### src/rtl/render_pkg.sv
`default_nettype none
// ============================================================================
// Module      : render_pkg
// Description : Shared types and constants for the render frame scheduler:
//               scheduler state encoding, packed particle record and the
//               default framebuffer geometry.
// Revision    : 1.0 - initial release
// ============================================================================
package render_pkg;

  localparam int DEF_WIDTH  = 320;
  localparam int DEF_HEIGHT = 180;
  localparam int FB_PIXELS  = DEF_WIDTH * DEF_HEIGHT;

  typedef enum logic [2:0] {
    IDLE    = 3'd0,
    CLEAR   = 3'd1,
    FETCH   = 3'd2,
    MEMWAIT = 3'd3,
    ISSUE   = 3'd4,
    DRAIN   = 3'd5,
    DONE    = 3'd6
  } sched_state_t;

  // Particle BRAM word layout: {x[47:32], y[31:16], z[15:0]}
  typedef struct packed {
    logic [15:0] x;
    logic [15:0] y;
    logic [15:0] z;
  } particle_t;

endpackage
`default_nettype wire

### src/rtl/fb_clear_counter.sv
`default_nettype none
// ============================================================================
// Module      : fb_clear_counter
// Description : Framebuffer clear address generator. A start pulse begins a
//               run of NUM_PIXELS write strobes at consecutive addresses
//               0..NUM_PIXELS-1, one per cycle.
// Ports       : clk      - system clock
//               rst      - synchronous active-high reset
//               i_start  - begin a clear run (restarts from address 0)
//               o_addr   - current clear address
//               o_valid  - clear write strobe
//               o_last   - high on the cycle carrying the final address
// Revision    : 1.0 - initial release
// ============================================================================
module fb_clear_counter
  import render_pkg::*;
#(
  parameter int NUM_PIXELS = FB_PIXELS,
  parameter int ADDR_W     = 16
) (
  input  logic              clk,
  input  logic              rst,
  input  logic              i_start,
  output logic [ADDR_W-1:0] o_addr,
  output logic              o_valid,
  output logic              o_last
);

  localparam logic [ADDR_W-1:0] c_last_addr = ADDR_W'(NUM_PIXELS - 1);

  logic [ADDR_W-1:0] r_addr;
  logic              r_valid;

  always_ff @(posedge clk) begin
    if (rst) begin
      r_addr  <= '0;
      r_valid <= 1'b0;
    end else if (i_start) begin
      r_addr  <= '0;
      r_valid <= 1'b1;
    end else if (r_valid) begin
      if (r_addr == c_last_addr) begin
        // Run complete: park the address at 0 so the port idles quietly.
        r_addr  <= '0;
        r_valid <= 1'b0;
      end else begin
        r_addr <= r_addr + ADDR_W'(1);
      end
    end
  end

  assign o_addr  = r_addr;
  assign o_valid = r_valid;
  // Lets the owner leave its clear state on the same edge as the last strobe.
  assign o_last  = r_valid && (r_addr == c_last_addr);

endmodule
`default_nettype wire

### src/rtl/render_scheduler.sv
`default_nettype none
// ============================================================================
// Module      : render_scheduler
// Description : Frame-level sequencer for the render pipeline. On a frame
//               start it clears the framebuffer to BG_COLOR, then streams the
//               particle memory into the render block one particle at a time
//               (throttled by render_ready_in plus a post-issue holdoff), and
//               finally pulses frame_done_out once the pipeline has drained.
// Ports       : clk_in, rst_in           - clock, synchronous active-high reset
//               frame_start_in           - new-frame request pulse
//               num_particles_in         - particle count (saturated to max)
//               mem_addr_out/mem_data_in - particle BRAM read port
//               render_ready_in          - render block ready level
//               render_idle_in           - render pipeline empty
//               f_x/f_y/f_z_out          - particle coordinates to render
//               data_valid_out           - particle issue strobe
//               clear_addr/color/valid   - framebuffer clear write port
//               busy_out                 - scheduler not idle
//               frame_done_out           - end-of-frame pulse
//               overrun_out              - frame start dropped while busy
// Revision    : 1.0 - initial release
// ============================================================================
module render_scheduler
  import render_pkg::*;
#(
  parameter int          WIDTH         = 320,
  parameter int          HEIGHT        = 180,
  parameter int          MAX_PARTICLES = 1024,
  parameter int          MEM_LATENCY   = 2,
  parameter int          READY_HOLDOFF = 3,
  parameter logic [15:0] BG_COLOR      = 16'h0000
) (
  input  logic                               clk_in,
  input  logic                               rst_in,
  input  logic                               frame_start_in,
  input  logic [$clog2(MAX_PARTICLES):0]     num_particles_in,
  output logic [$clog2(MAX_PARTICLES)-1:0]   mem_addr_out,
  input  logic [47:0]                        mem_data_in,
  input  logic                               render_ready_in,
  input  logic                               render_idle_in,
  output logic [15:0]                        f_x_out,
  output logic [15:0]                        f_y_out,
  output logic [15:0]                        f_z_out,
  output logic                               data_valid_out,
  output logic [15:0]                        clear_addr_out,
  output logic [15:0]                        clear_color_out,
  output logic                               clear_valid_out,
  output logic                               busy_out,
  output logic                               frame_done_out,
  output logic                               overrun_out
);

  localparam int c_addr_w    = $clog2(MAX_PARTICLES);
  localparam int c_cnt_w     = c_addr_w + 1;
  localparam int c_fb_pixels = WIDTH * HEIGHT;
  localparam int c_hold_w    = (READY_HOLDOFF > 0) ? $clog2(READY_HOLDOFF + 1) : 1;
  localparam int c_wait_w    = $clog2(MEM_LATENCY + 1);

  localparam logic [c_cnt_w-1:0]  c_max_count = c_cnt_w'(MAX_PARTICLES);
  localparam logic [c_hold_w-1:0] c_holdoff   = c_hold_w'(READY_HOLDOFF);
  localparam logic [c_wait_w-1:0] c_mem_lat   = c_wait_w'(MEM_LATENCY);

  sched_state_t        r_state;
  logic [c_cnt_w-1:0]  r_count;
  logic [c_addr_w-1:0] r_index;
  logic [c_hold_w-1:0] r_holdoff;
  logic [c_wait_w-1:0] r_wait;
  logic [15:0]         r_fx;
  logic [15:0]         r_fy;
  logic [15:0]         r_fz;
  logic                r_data_valid;
  logic                r_busy;
  logic                r_frame_done;
  logic                r_overrun;

  logic                w_clr_start;
  logic                w_clr_last;
  logic [c_cnt_w-1:0]  w_count_sat;
  logic                w_last_particle;
  logic                w_can_issue;
  particle_t           w_part;

  assign w_clr_start     = (r_state == IDLE) && frame_start_in;
  assign w_count_sat     = (num_particles_in > c_max_count) ? c_max_count : num_particles_in;
  assign w_last_particle = ({1'b0, r_index} == (r_count - c_cnt_w'(1)));
  assign w_can_issue     = render_ready_in && (r_holdoff == '0);
  assign w_part          = particle_t'(mem_data_in);

  fb_clear_counter #(
    .NUM_PIXELS (c_fb_pixels),
    .ADDR_W     (16)
  ) u_fb_clear_counter (
    .clk     (clk_in),
    .rst     (rst_in),
    .i_start (w_clr_start),
    .o_addr  (clear_addr_out),
    .o_valid (clear_valid_out),
    .o_last  (w_clr_last)
  );

  always_ff @(posedge clk_in) begin
    if (rst_in) begin
      r_state      <= IDLE;
      r_count      <= '0;
      r_index      <= '0;
      r_holdoff    <= '0;
      r_wait       <= '0;
      r_fx         <= '0;
      r_fy         <= '0;
      r_fz         <= '0;
      r_data_valid <= 1'b0;
      r_busy       <= 1'b0;
      r_frame_done <= 1'b0;
      r_overrun    <= 1'b0;
    end else begin
      r_data_valid <= 1'b0;
      r_frame_done <= 1'b0;
      // Any start request outside IDLE (including the DONE cycle) is dropped.
      r_overrun    <= frame_start_in && (r_state != IDLE);

      // Holdoff runs down in every state; an issue below reloads it.
      if (r_holdoff != '0) begin
        r_holdoff <= r_holdoff - c_hold_w'(1);
      end

      case (r_state)
        IDLE: begin
          if (frame_start_in) begin
            r_count <= w_count_sat;
            r_index <= '0;
            r_busy  <= 1'b1;
            r_state <= CLEAR;
          end
        end

        CLEAR: begin
          if (w_clr_last) begin
            r_state <= (r_count == '0) ? DRAIN : FETCH;
          end
        end

        // mem_addr_out follows r_index, so this cycle presents the address.
        FETCH: begin
          r_wait  <= c_wait_w'(1);
          r_state <= MEMWAIT;
        end

        MEMWAIT: begin
          if (r_wait == c_mem_lat) begin
            r_fx    <= w_part.x;
            r_fy    <= w_part.y;
            r_fz    <= w_part.z;
            r_state <= ISSUE;
          end else begin
            r_wait <= r_wait + c_wait_w'(1);
          end
        end

        ISSUE: begin
          if (w_can_issue) begin
            r_data_valid <= 1'b1;
            r_holdoff    <= c_holdoff;
            if (w_last_particle) begin
              // Index is left on the last particle rather than wrapping.
              r_state <= DRAIN;
            end else begin
              r_index <= r_index + c_addr_w'(1);
              r_state <= FETCH;
            end
          end
        end

        DRAIN: begin
          if ((r_holdoff == '0) && render_idle_in && render_ready_in) begin
            r_frame_done <= 1'b1;
            r_state      <= DONE;
          end
        end

        DONE: begin
          r_busy  <= 1'b0;
          r_state <= IDLE;
        end

        default: begin
          r_busy  <= 1'b0;
          r_state <= IDLE;
        end
      endcase
    end
  end

  assign mem_addr_out    = r_index;
  assign f_x_out         = r_fx;
  assign f_y_out         = r_fy;
  assign f_z_out         = r_fz;
  assign data_valid_out  = r_data_valid;
  assign busy_out        = r_busy;
  assign frame_done_out  = r_frame_done;
  assign overrun_out     = r_overrun;
  assign clear_color_out = BG_COLOR;

endmodule
`default_nettype wire

### config.mk
export PLATFORM = sky130hd
export DESIGN_NAME = render_scheduler
export DESIGN_NICKNAME = d
export VERILOG_FILES = /design/src/rtl/render_pkg.sv /design/src/rtl/fb_clear_counter.sv /design/src/rtl/render_scheduler.sv
export SDC_FILE = /design/constraint.sdc
export NUM_CORES = 1
export LEC_CHECK = 0
export CORE_UTILIZATION = 30
export CTS_CLUSTER_DIAMETER = 120
export DETAILED_ROUTE_END_ITERATION = 16
export SLEW_MARGIN = 20
export SYNTH_ARGS = -nofsm -noshare
export SYNTH_HDL_FRONTEND = slang
export SYNTH_SLANG_ARGS = --single-unit
### constraint.sdc
create_clock -name clk_in -period 2.48 [get_ports clk_in]
set_input_delay 0.496 -clock clk_in [delete_from_list [all_inputs] [get_ports clk_in]]
set_output_delay 0.496 -clock clk_in [all_outputs]
set_load 0.005 [all_outputs]
==> run summary, run 1 <==
status = finished with violations
failing checks = setup timing
WL final = 11.67 mm
Gate power share = 0.086
TritonCTS Sinks = 97
Die H = 121.5 um
# setup viols final = 4
min setup slack post-route = -0.07874 ns
Crit path largest cell delay = 0.54 ns
dpl hpwl = 8.397 mm
asr flop ratio synth = 0
post-synth top area cell = dfxtp_1
synth-to-layout area growth = 46.86%
Synth area leaders = dfxtp_1 45%, nand2_1 10%, a21oi_1 8.1%
DR top layer = met4
Setup Buffers After CTS = 0
TritonCTS buffer count = 9
CP max-delay cell = or4_4
Distinct cells, synth = 55
maximum fanout along the worst path = 2
Net Sw Frac = 0.2197
unrepaired setup endpoints after global routing = true
Tmin final = 2.559 ns
I/O Buffers = 142
final worst-path cycle share = 1.032
die width = 121.5 um
first-pass GRT wire length = 18.75 mm
r2r setup slk = -0.08 ns
total track usage = 0.1616
grt ovf = 0
YS warnings = 0
CP endpoint kind = flip-flop
Reg clk slew, reported paths = 0.06 ns
Required @ worst endpoint = 2.75 ns
post-cts hold buffer count = 0
Die ar. = 14760 um2
Max Freq = 390.8 MHz
Detail Route Antenna Nets = 0
Clock power frac = 0.440
# DRC = 0
#FFs+latches synth = 97
Longest Clk Path Bufs = 2
syn avg cell area = 8.142 um2
initial antenna violation count = 0
clock root buffer = clkbuf_16
crit-path cells = or4_4 > or4_4 > a22oi_2 > nand2_1 > or3_4 > or2_1 > a221oi_2
share of cells above drive strength 1 = 0.08997
Cell Pwr Density = 532.1 nW/um2
crit path DAT = 2.82 ns
NetSw = 0.7354 mW
CP dominant cell by count = or4_4
routed length per instance = 13.60 um
Starting Density = 0.3085
VDD IR max = 327.7 uV
nets@finish = 742
HP Class = input pin to flip-flop
worst hold margin = 0.3942 ns
Worst-Margin Slew = 0.5943 ns
initial DRC count = 166
Worst setup SP type = flip-flop
sequential-to-total area share from yosys stat = 0.4534
sequential power share = 0.474
internal power = 2.611 mW
synthesized cell area = 4283 um2
crit path kind = flip-flop to flip-flop
Post-Layout Cell Count = 858
Worst-Skew Late Latency = 0.35 ns
largest net degree at the start of global routing = 49
Hold Fails Final Rpt = 0
via/cell ratio = 4.837
Site Rows = 43
drt pass-1 iters = 4
via count = 4150
core area = 13880 um2
Ports = 159
final core occ = 0.4531
met2 wire length = 5.503 mm
post-route cell area = 6290 um2
placer congestion estimate = 0.8216
Leak = 2.190 nW
max_slew headroom = 0.6038
maxcap violations = 0
Clock Skews = 0.005064 ns
CTS tree = yes
routed wl met3 = 779 um
Post-Route M1 WL = 5.064 mm
cell count after synthesis = 526
ANT cells = 0
vias in the first global route = 4041
Placed Cells = 843
dominant synthesized flop cell = dfxtp_1
Post-synth EDFFs = 0
depth of the CTS H-tree = 3
total power = 3.347 mW
Area after DPL = 5947 um2
Pins Over Slew Limit = 0
Yosys top cell area share = 0.4534
routing by layer:
layer	global-route usage	vias up
li1	-	2078
met1	0.1944	1930
met2	0.2638	124
met3	0.03712	18
met4	0.09028	0
met5	0	-
sequential cells by signal, summed over array words and instances (netlist names), 3 cells and up:
register                   count
f_x_out                       16
r_count                       11
u_fb_clear_counter.o_addr     16
mem_addr_out                  10
f_z_out                       16
f_y_out                       16
r_state                        3
Yosys cell counts, drive strengths merged (3+ instances only):
master,n
a211oi,3
nor2,35
and3,6
xor2,13
a22o,8
buf,21
or4,5
nor4,7
inv,9
nand2,119
or3,8
or2,3
mux2i,3
nor3b,3
nand3,15
nand4,7
nor3,8
dfxtp,97
o31ai,7
o21ai,14
clkbuf,23
ha,4
a21oi,69
xnor2,10
layout make-up:
cell class / count / area [um2]
Multi-Input combinational cell: 391 / 2167
Inverter: 9 / 33.78
Tap cell: 180 / 225.2
Sequential cell: 97 / 1944
Timing Repair Buffer: 166 / 1609
Fill cell: 1385 / 7591
Clock inverter: 5 / 81.33
Clock buffer: 10 / 229.0
placed cells by master, fill, tap and decap left out, types with 8 or more instances in the layout:
cell             synthesis  layout
nor3_1                   8       8
inv_1                    9       9
a21oi_1                 69      69
buf_4                   16      23
nand3_1                 15      15
nor2_1                  35      34
clkdlybuf4s50_1          0     141
xnor2_1                 10      10
dfxtp_1                 97      95
xor2_1                  13      13
conb_1                   1      16
nand2_1                119     119
a22o_1                   8       8
clkbuf_16                0       9
worst paths after layout:
check	end	from	cells after the start
worst min-delay path	r_count[10]	rst_in	2
worst max register to register	r_state[0]	r_count[5]	7
worst min register to register	f_y_out[14]	f_y_out[14]	2
worst max-delay path	r_state[0]	r_count[5]	7
power groups by stage:
stage | registers (mW) | logic [mW] | clock network (mW)
finish | 1.59 | 0.288 | 1.47
global placement | 1.62 | 0.279 | 0
global route | 1.59 | 0.316 | 1.59
detailed placement | 1.62 | 0.283 | 0
CTS | 1.59 | 0.285 | 1.52
floorplan | 1.62 | 0.146 | 0
stage by stage:
step	TNS, ns	worst slack (ns)
3_3_place_gp	-0.03095	-0.03095
3_5_place_dp	-0.02912	-0.02912
2_1_floorplan	0	0.009057
6_report	-0.1656	-0.07874
5_1_grt	-1.381	-0.1750
4_1_cts	-0.08256	-0.04488
cells by family (layout without fill, tap and decap cells):
kind of cell / after synthesis / count (layout) / share of synthesized area
multiplexers: 5 / 5 / 0.01227
AND/OR/NAND/NOR: 228 / 228 / 0.2460
flip-flops: 97 / 97 / 0.4534
XOR/XNOR: 23 / 23 / 0.04703
adder cells (fa/ha/maj): 4 / 4 / 0.01169
buffers and inverters: 53 / 190 / 0.06281
other: 1 / 16 / 0.0008756
AO/OA/AOI/OAI: 115 / 115 / 0.1659
timing repair:
action,in CTS,in global routing
pin swaps,1,4
setup endpoints to repair,3,13
gates resized for setup,0,6
endpoints found under the hold margin,0,0
cloned,0,0
worst max-delay path, delay by kind of cell, from the launching register on:
| family | cells | cell delay (ns) |
|---|---|---|
| compound gates | 2 | 0.44 |
| flops | 1 | 0.32 |
| simple gates | 5 | 1.71 |
No activity file was read; power rests on OpenSTA's default activity.
==> run 2, diff against run 1 <==
--- a/config.mk
+++ b/config.mk
@@ -8,6 +8,7 @@
 export CORE_UTILIZATION = 30
 export CTS_CLUSTER_DIAMETER = 120
 export DETAILED_ROUTE_END_ITERATION = 16
+export HOLD_SLACK_MARGIN = 0.03
 export SLEW_MARGIN = 20
 export SYNTH_ARGS = -nofsm -noshare
 export SYNTH_HDL_FRONTEND = slang
==> results of run 2 <==
No change in the layout: final DEF, timing and power equal those of run 1.
